**src/rtl/fifo_control.sv**
```systemverilog
// fifo_control: pointer and flag controller for a 2^ADDR_WIDTH-entry FIFO memory.
//
// Accepts push/pop requests and drives the memory write/read addresses and
// write enable. Occupancy and the full/empty/almost flags come from registered
// state. data_valid_o strobes MEM_RD_LAT cycles after each accepted pop, in line
// with the memory's registered read data.
//
// Ports:
//   clk_i              system clock, rising edge
//   reset_i            synchronous active-high reset
//   push_i / pop_i     write / read requests
//   almost_full_th_i   almost-full threshold, latched in the INIT cycle
//   almost_empty_th_i  almost-empty threshold, latched in the INIT cycle
//   wr_ptr_o/rd_ptr_o  memory write / read addresses
//   mem_wr_en_o        memory write enable (accepted push, combinational)
//   data_valid_o       memory read data valid
//   fifo_count_o       occupancy, 0..DEPTH
//   full_o, empty_o, almost_full_o, almost_empty_o  status flags
//   high_water_o       peak occupancy since reset (FIFO_CTRL_WATERMARK_EN only)
//   error_o            sticky overflow/underflow; cleared only by reset
//
// Build option: define FIFO_CTRL_WATERMARK_EN to add the high_water_o output.

module fifo_control #(
    parameter int unsigned ADDR_WIDTH = 8,
    parameter int unsigned MEM_RD_LAT = 1  // 1 or 2
) (
    input  logic                  clk_i,
    input  logic                  reset_i,
    input  logic                  push_i,
    input  logic                  pop_i,
    input  logic [ADDR_WIDTH-1:0] almost_full_th_i,
    input  logic [ADDR_WIDTH-1:0] almost_empty_th_i,
    output logic [ADDR_WIDTH-1:0] wr_ptr_o,
    output logic [ADDR_WIDTH-1:0] rd_ptr_o,
    output logic                  mem_wr_en_o,
    output logic                  data_valid_o,
    output logic [ADDR_WIDTH:0]   fifo_count_o,
    output logic                  full_o,
    output logic                  empty_o,
    output logic                  almost_full_o,
    output logic                  almost_empty_o,
`ifdef FIFO_CTRL_WATERMARK_EN
    output logic [ADDR_WIDTH:0]   high_water_o,
`endif
    output logic                  error_o
);

    localparam logic [ADDR_WIDTH:0]   DepthCnt = {1'b1, {ADDR_WIDTH{1'b0}}};
    localparam logic [ADDR_WIDTH:0]   CntOne   = 1;
    localparam logic [ADDR_WIDTH-1:0] PtrOne   = 1;

    typedef enum logic [1:0] {StInit, StIdle, StActive, StError} state_e;

    state_e                  state_q, state_d;
    logic [ADDR_WIDTH-1:0]   wr_ptr_q, wr_ptr_d;
    logic [ADDR_WIDTH-1:0]   rd_ptr_q, rd_ptr_d;
    logic [ADDR_WIDTH-1:0]   af_th_q, af_th_d;
    logic [ADDR_WIDTH-1:0]   ae_th_q, ae_th_d;
    logic [ADDR_WIDTH:0]     count_q, count_d;
    logic [MEM_RD_LAT-1:0]   vld_q, vld_d;
    logic                    push_acc, pop_acc;

    always_comb begin
        state_d  = state_q;
        af_th_d  = af_th_q;
        ae_th_d  = ae_th_q;
        push_acc = 1'b0;
        pop_acc  = 1'b0;

        unique case (state_q)
            StInit: begin
                af_th_d = almost_full_th_i;
                ae_th_d = almost_empty_th_i;
                state_d = StIdle;
            end
            StIdle: begin
                // Count is zero: a pop can never be honoured here; with a
                // simultaneous push the pop is simply dropped.
                if (push_i) begin
                    push_acc = 1'b1;
                    state_d  = StActive;
                end else if (pop_i) begin
                    state_d = StError;
                end
            end
            StActive: begin
                if (full_o && push_i && !pop_i) begin
                    state_d = StError;
                end else begin
                    // Push+pop at full is legal: the memory reads first.
                    push_acc = push_i;
                    pop_acc  = pop_i;
                    if (pop_i && !push_i && count_q == CntOne) begin
                        state_d = StIdle;
                    end
                end
            end
            StError: state_d = StError;
            default: state_d = StInit;
        endcase

        wr_ptr_d = push_acc ? wr_ptr_q + PtrOne : wr_ptr_q;
        rd_ptr_d = pop_acc  ? rd_ptr_q + PtrOne : rd_ptr_q;

        unique case ({push_acc, pop_acc})
            2'b10:   count_d = count_q + CntOne;
            2'b01:   count_d = count_q - CntOne;
            default: count_d = count_q;
        endcase

        // Read-valid pipeline: one stage per cycle of memory read latency.
        vld_d    = vld_q;
        vld_d[0] = pop_acc;
        for (int i = 1; i < int'(MEM_RD_LAT); i++) begin
            vld_d[i] = vld_q[i-1];
        end
    end

    always_ff @(posedge clk_i) begin
        if (reset_i) begin
            state_q  <= StInit;
            wr_ptr_q <= '0;
            rd_ptr_q <= '0;
            count_q  <= '0;
            vld_q    <= '0;
            // Until INIT latches real thresholds, these hold almost_full low
            // and almost_empty high at zero occupancy.
            af_th_q  <= '1;
            ae_th_q  <= '0;
        end else begin
            state_q  <= state_d;
            wr_ptr_q <= wr_ptr_d;
            rd_ptr_q <= rd_ptr_d;
            count_q  <= count_d;
            vld_q    <= vld_d;
            af_th_q  <= af_th_d;
            ae_th_q  <= ae_th_d;
        end
    end

`ifdef FIFO_CTRL_WATERMARK_EN
    logic [ADDR_WIDTH:0] hw_q, hw_d;

    always_comb begin
        hw_d = hw_q;
        if (state_q != StError && count_q > hw_q) begin
            hw_d = count_q;
        end
    end

    always_ff @(posedge clk_i) begin
        if (reset_i) begin
            hw_q <= '0;
        end else begin
            hw_q <= hw_d;
        end
    end

    assign high_water_o = hw_q;
`endif

    assign wr_ptr_o       = wr_ptr_q;
    assign rd_ptr_o       = rd_ptr_q;
    // Never write while reset is asserted, whatever state it interrupts.
    assign mem_wr_en_o    = push_acc && !reset_i;
    assign data_valid_o   = vld_q[MEM_RD_LAT-1];
    assign fifo_count_o   = count_q;
    assign full_o         = (count_q == DepthCnt);
    assign empty_o        = (count_q == '0);
    assign almost_full_o  = (count_q >= {1'b0, af_th_q});
    assign almost_empty_o = (count_q <= {1'b0, ae_th_q});
    assign error_o        = (state_q == StError);

endmodule

```
**config.mk**
```make
export PLATFORM = sky130hd
export DESIGN_NAME = fifo_control
export DESIGN_NICKNAME = d
export VERILOG_FILES = /design/src/rtl/fifo_control.sv
export SDC_FILE = /design/constraint.sdc
export NUM_CORES = 1
export LEC_CHECK = 0
export BUFFER_PORTS_ARGS = -buffer_cell sky130_fd_sc_hd__buf_2
export CAP_MARGIN = 5
export CORE_MARGIN = 2
export CORE_UTILIZATION = 55
export DETAILED_ROUTE_END_ITERATION = 10
export PLACE_DENSITY = 0.92
export SLEW_MARGIN = 20
export SYNTH_ARGS = -nofsm -noshare
export SYNTH_HDL_FRONTEND = slang
export SYNTH_SLANG_ARGS = --single-unit
```
**constraint.sdc**
```tcl
create_clock -name clk_i -period 3.8 [get_ports clk_i]
set_input_delay 0.19 -clock clk_i [delete_from_list [all_inputs] [get_ports clk_i]]
set_output_delay 0.19 -clock clk_i [all_outputs]
set_load 0.02 [all_outputs]
```
==> flow_summary.json <==
{
  "die_area_um2": 5079,
  "ctsHtreeMaxLevel": 2,
  "cp_slowest_cell": "or4b_1",
  "cp.arrival_ps": 3140,
  "post_cts_resized": 0,
  "port-buffer-count": 51,
  "syn_avg_cell_area_um2": 8.794,
  "path_buf_inv": 1,
  "ys_ff_latch": 44,
  "wl_per_cell_um": 14.02,
  "path_class": "flip-flop to flip-flop",
  "reg2reg_depth": 11,
  "clk_path_buf_depth": 2,
  "nNetsFinal": 376,
  "cts_sinks": 44,
  "stdcell_area_um2": 2849,
  "grt_max_degree": 39,
  "cpPeakStageDelay_ps": 500,
  "antenna_found_initial": 0,
  "worst_hold_path_type": "input port to flip-flop",
  "vias": 2113,
  "place.gp.congestion": 0.8524,
  "root_buffer": "clkbuf_8",
  "p_per_area_nw_per_um2": 589.8,
  "cap_violations": 0,
  "setup_tns_ps": 0,
  "place_ws_ps": 890.0,
  "path_common_cell": "ha_1",
  "fin_crit_ps": 2969,
  "endpoint_kind": "flip-flop",
  "slew_headroom_pct": 33.89,
  "ctsHoldBuffers": 0,
  "power_frac_clock_pct": 18.2,
  "synth_top_area_cell": "dfxtp_1",
  "grt_pass1_wl_um": 8735,
  "die_w_um": 71.27,
  "status": "finished, final reports clean",
  "die_h_um": 71.27,
  "timing.final.ws_setup_ps": 831.5,
  "required_ps": 3970,
  "viasPerCell": 5.546,
  "num_antenna_cells": 0,
  "swShare_pct": 40.22,
  "start_kind": "flip-flop",
  "wl_um": 5341,
  "rsz0062_at_grt": "no",
  "synth_area_leaders": "dfxtp_1 (35%), ha_1 (14%), nor2_1 (6.3%)",
  "switching_power_w": 0.0006758,
  "seq_area_frac_synth_pct": 35.39,
  "clk_pin_slew_worst_paths_ps": 80,
  "dp_hpwl_um": 3781,
  "firstDrtPassIters": 4,
  "power.total_w": 0.001680,
  "power.leakage_nw": 1.417,
  "synth-main-ff-cell": "dfxtp_1",
  "setup_viol": 0,
  "fillers": 344,
  "hold_depth": 3,
  "synthTopCellsByCount": "dfxtp_1 (44), nor2_1 (42), ha_1 (28), inv_1 (21), nand2_1 (19)",
  "path_max_fanout": 12,
  "syn_to_final_growth_pct": 14.48,
  "cp_top_family": "simple AND/OR/NAND/NOR gates",
  "drt_iter0_drc": 96,
  "drive_gt1_share_pct": 19.15,
  "synth_cell_types": 43,
  "initial_utilization_pct": 57.16,
  "max_freq_mhz": 336.9,
  "place_area_um2": 2755,
  "postCtsSetupBuffers": 0,
  "synth_edf_count": 0,
  "tightest_slew_ps": 991.6,
  "drv_slew": 0,
  "cp.depth": 11,
  "async_flop_share_pct": 0,
  "grt.overflow.total": 0,
  "period_share_pct": 78.12,
  "post-synth-top-count-cell": "dfxtp_1",
  "syn_nets": 331,
  "remaining_drc_errors": 0,
  "core_area_um2": 4354,
  "postRouteAntennaNets": 0,
  "synth_cells": 283,
  "cts_tree": "built",
  "pwr-share-comb_pct": 44.9,
  "path_cells": "inv_1 -> ha_1 -> and4b_4 -> a41oi_4 -> o21ai_4 -> ha_1 -> or4b_1 -> o22ai_1 -> nand2_1 -> xor2_1 -> nor2_1",
  "ir_worst_vdd_mv": 0.3261,
  "seqPwrFrac_pct": 36.9,
  "rows": 24,
  "ys.warnings.count": 0,
  "io_pins": 52,
  "netlist.area_leader.share_pct": 35.39,
  "track_usage_pct": 21.29,
  "p_int_w": 0.001005,
  "syn_area_um2": 2489,
  "numCtsBuffers": 5,
  "final-hold-violation-count": 0,
  "grt_pass1_vias": 2001,
  "clock_latency_ps": 300,
  "clock_skew_ps": 5.613
}
[tightest hold or removal path: stages]
cell and delay, ps:
buf_2 80, nand2_1 40, o211ai_1 70
[power groups by stage]
| stage | Clock [W] | Sequential (W) | Combinational [W] |
|---|---|---|---|
| finish | 0.000306 | 0.000619 | 0.000755 |
| CTS | 0.000313 | 0.000618 | 0.000754 |
| global route | 0.000330 | 0.000632 | 0.000840 |
| floorplan | 0 | 0.000634 | 0.000557 |
| global placement | 0 | 0.000622 | 0.000706 |
| detailed placement | 0 | 0.000626 | 0.000732 |
[registers in the layout (all words and copies together), names as in the netlist]
| signal | flops |
|---|---|
| fifo_count_o | 9 |
| ae_th_q | 8 |
| af_th_q | 8 |
| rd_ptr_o | 8 |
| wr_ptr_o | 8 |
| state_q | 2 |
| data_valid_o | 1 |
[worst paths after layout]
check                                                   from                            to  slack [ps]
worst max-delay path            fifo_count_o[1]$_SDFFE_PP0P_  fifo_count_o[7]$_SDFFE_PP0P_         830
worst min-delay path                     almost_full_th_i[2]       af_th_q[2]$_SDFFE_PP1N_         110
worst max register to register  fifo_count_o[1]$_SDFFE_PP0P_  fifo_count_o[7]$_SDFFE_PP0P_         830
worst min register to register       af_th_q[2]$_SDFFE_PP1N_       af_th_q[2]$_SDFFE_PP1N_         500
[metrics by stage]
stage / utilization, % / std cells / hold WS (ps)
floorplan: - / 283 / 318.7
global placement: 63.28 / 373 / 408.5
detailed placement: 63.28 / 373 / 419.6
CTS: 65.43 / 381 / 110.6
global route: 65.43 / 381 / 123.6
finish: 65.43 / 381 / 109.7
[cells by family after synthesis]
group / count (synthesis) / share of synthesized area (%)
and+or+nand+nor: 100 / 20.31
AOI/OAI and AO/OA: 45 / 13.07
DFF: 44 / 35.39
buffers and inverters: 34 / 5.329
adders and majority gates: 28 / 14.08
xor gates and xnor gates: 21 / 7.390
muxes: 11 / 4.425
[routing by layer]
| metal | routed length (um) | up-vias | GRT usage (%) | share of wire, % |
|---|---|---|---|---|
| met4 | 85 | 0 | 7.547 | 1.6 |
| met2 | 2578 | 57 | 36.01 | 48 |
| met1 | 2359 | 986 | 25.91 | 44 |
| met5 | 0 | - | 0 | 0 |
| li1 | - | 1060 | - | - |
| met3 | 317 | 10 | 6.048 | 5.9 |
[cell usage in the layout, fill, tap and decap left out, drive strengths merged, types with 2 or more instances in the layout]
cell	n
dfxtp	44
nor3	2
nand4b	2
nor2	42
buf	51
or3	4
o211ai	9
xnor2	4
mux2i	11
nand2	19
nor3b	2
xor2	17
nand4	3
nand3	4
inv	21
a211oi	2
o2111ai	4
and4	2
ha	28
a21oi	10
a21o	5
clkbuf	7
and2	2
and3	8
nor2b	3
o21ai	10
[layout make-up]
class | count | area, um2 | area share [%]
Clock buffer | 7 | 86.33 | 3.030
Clock inverter | 1 | 7.507 | 0.2635
Inverter | 21 | 78.83 | 2.767
Multi-Input combinational cell | 205 | 1475 | 51.78
Sequential cell | 44 | 880.8 | 30.92
Tap cell | 52 | 65.06 | 2.284
Timing Repair Buffer | 51 | 255.2 | 8.959
Note: power is estimated with default switching activity, not from simulation.
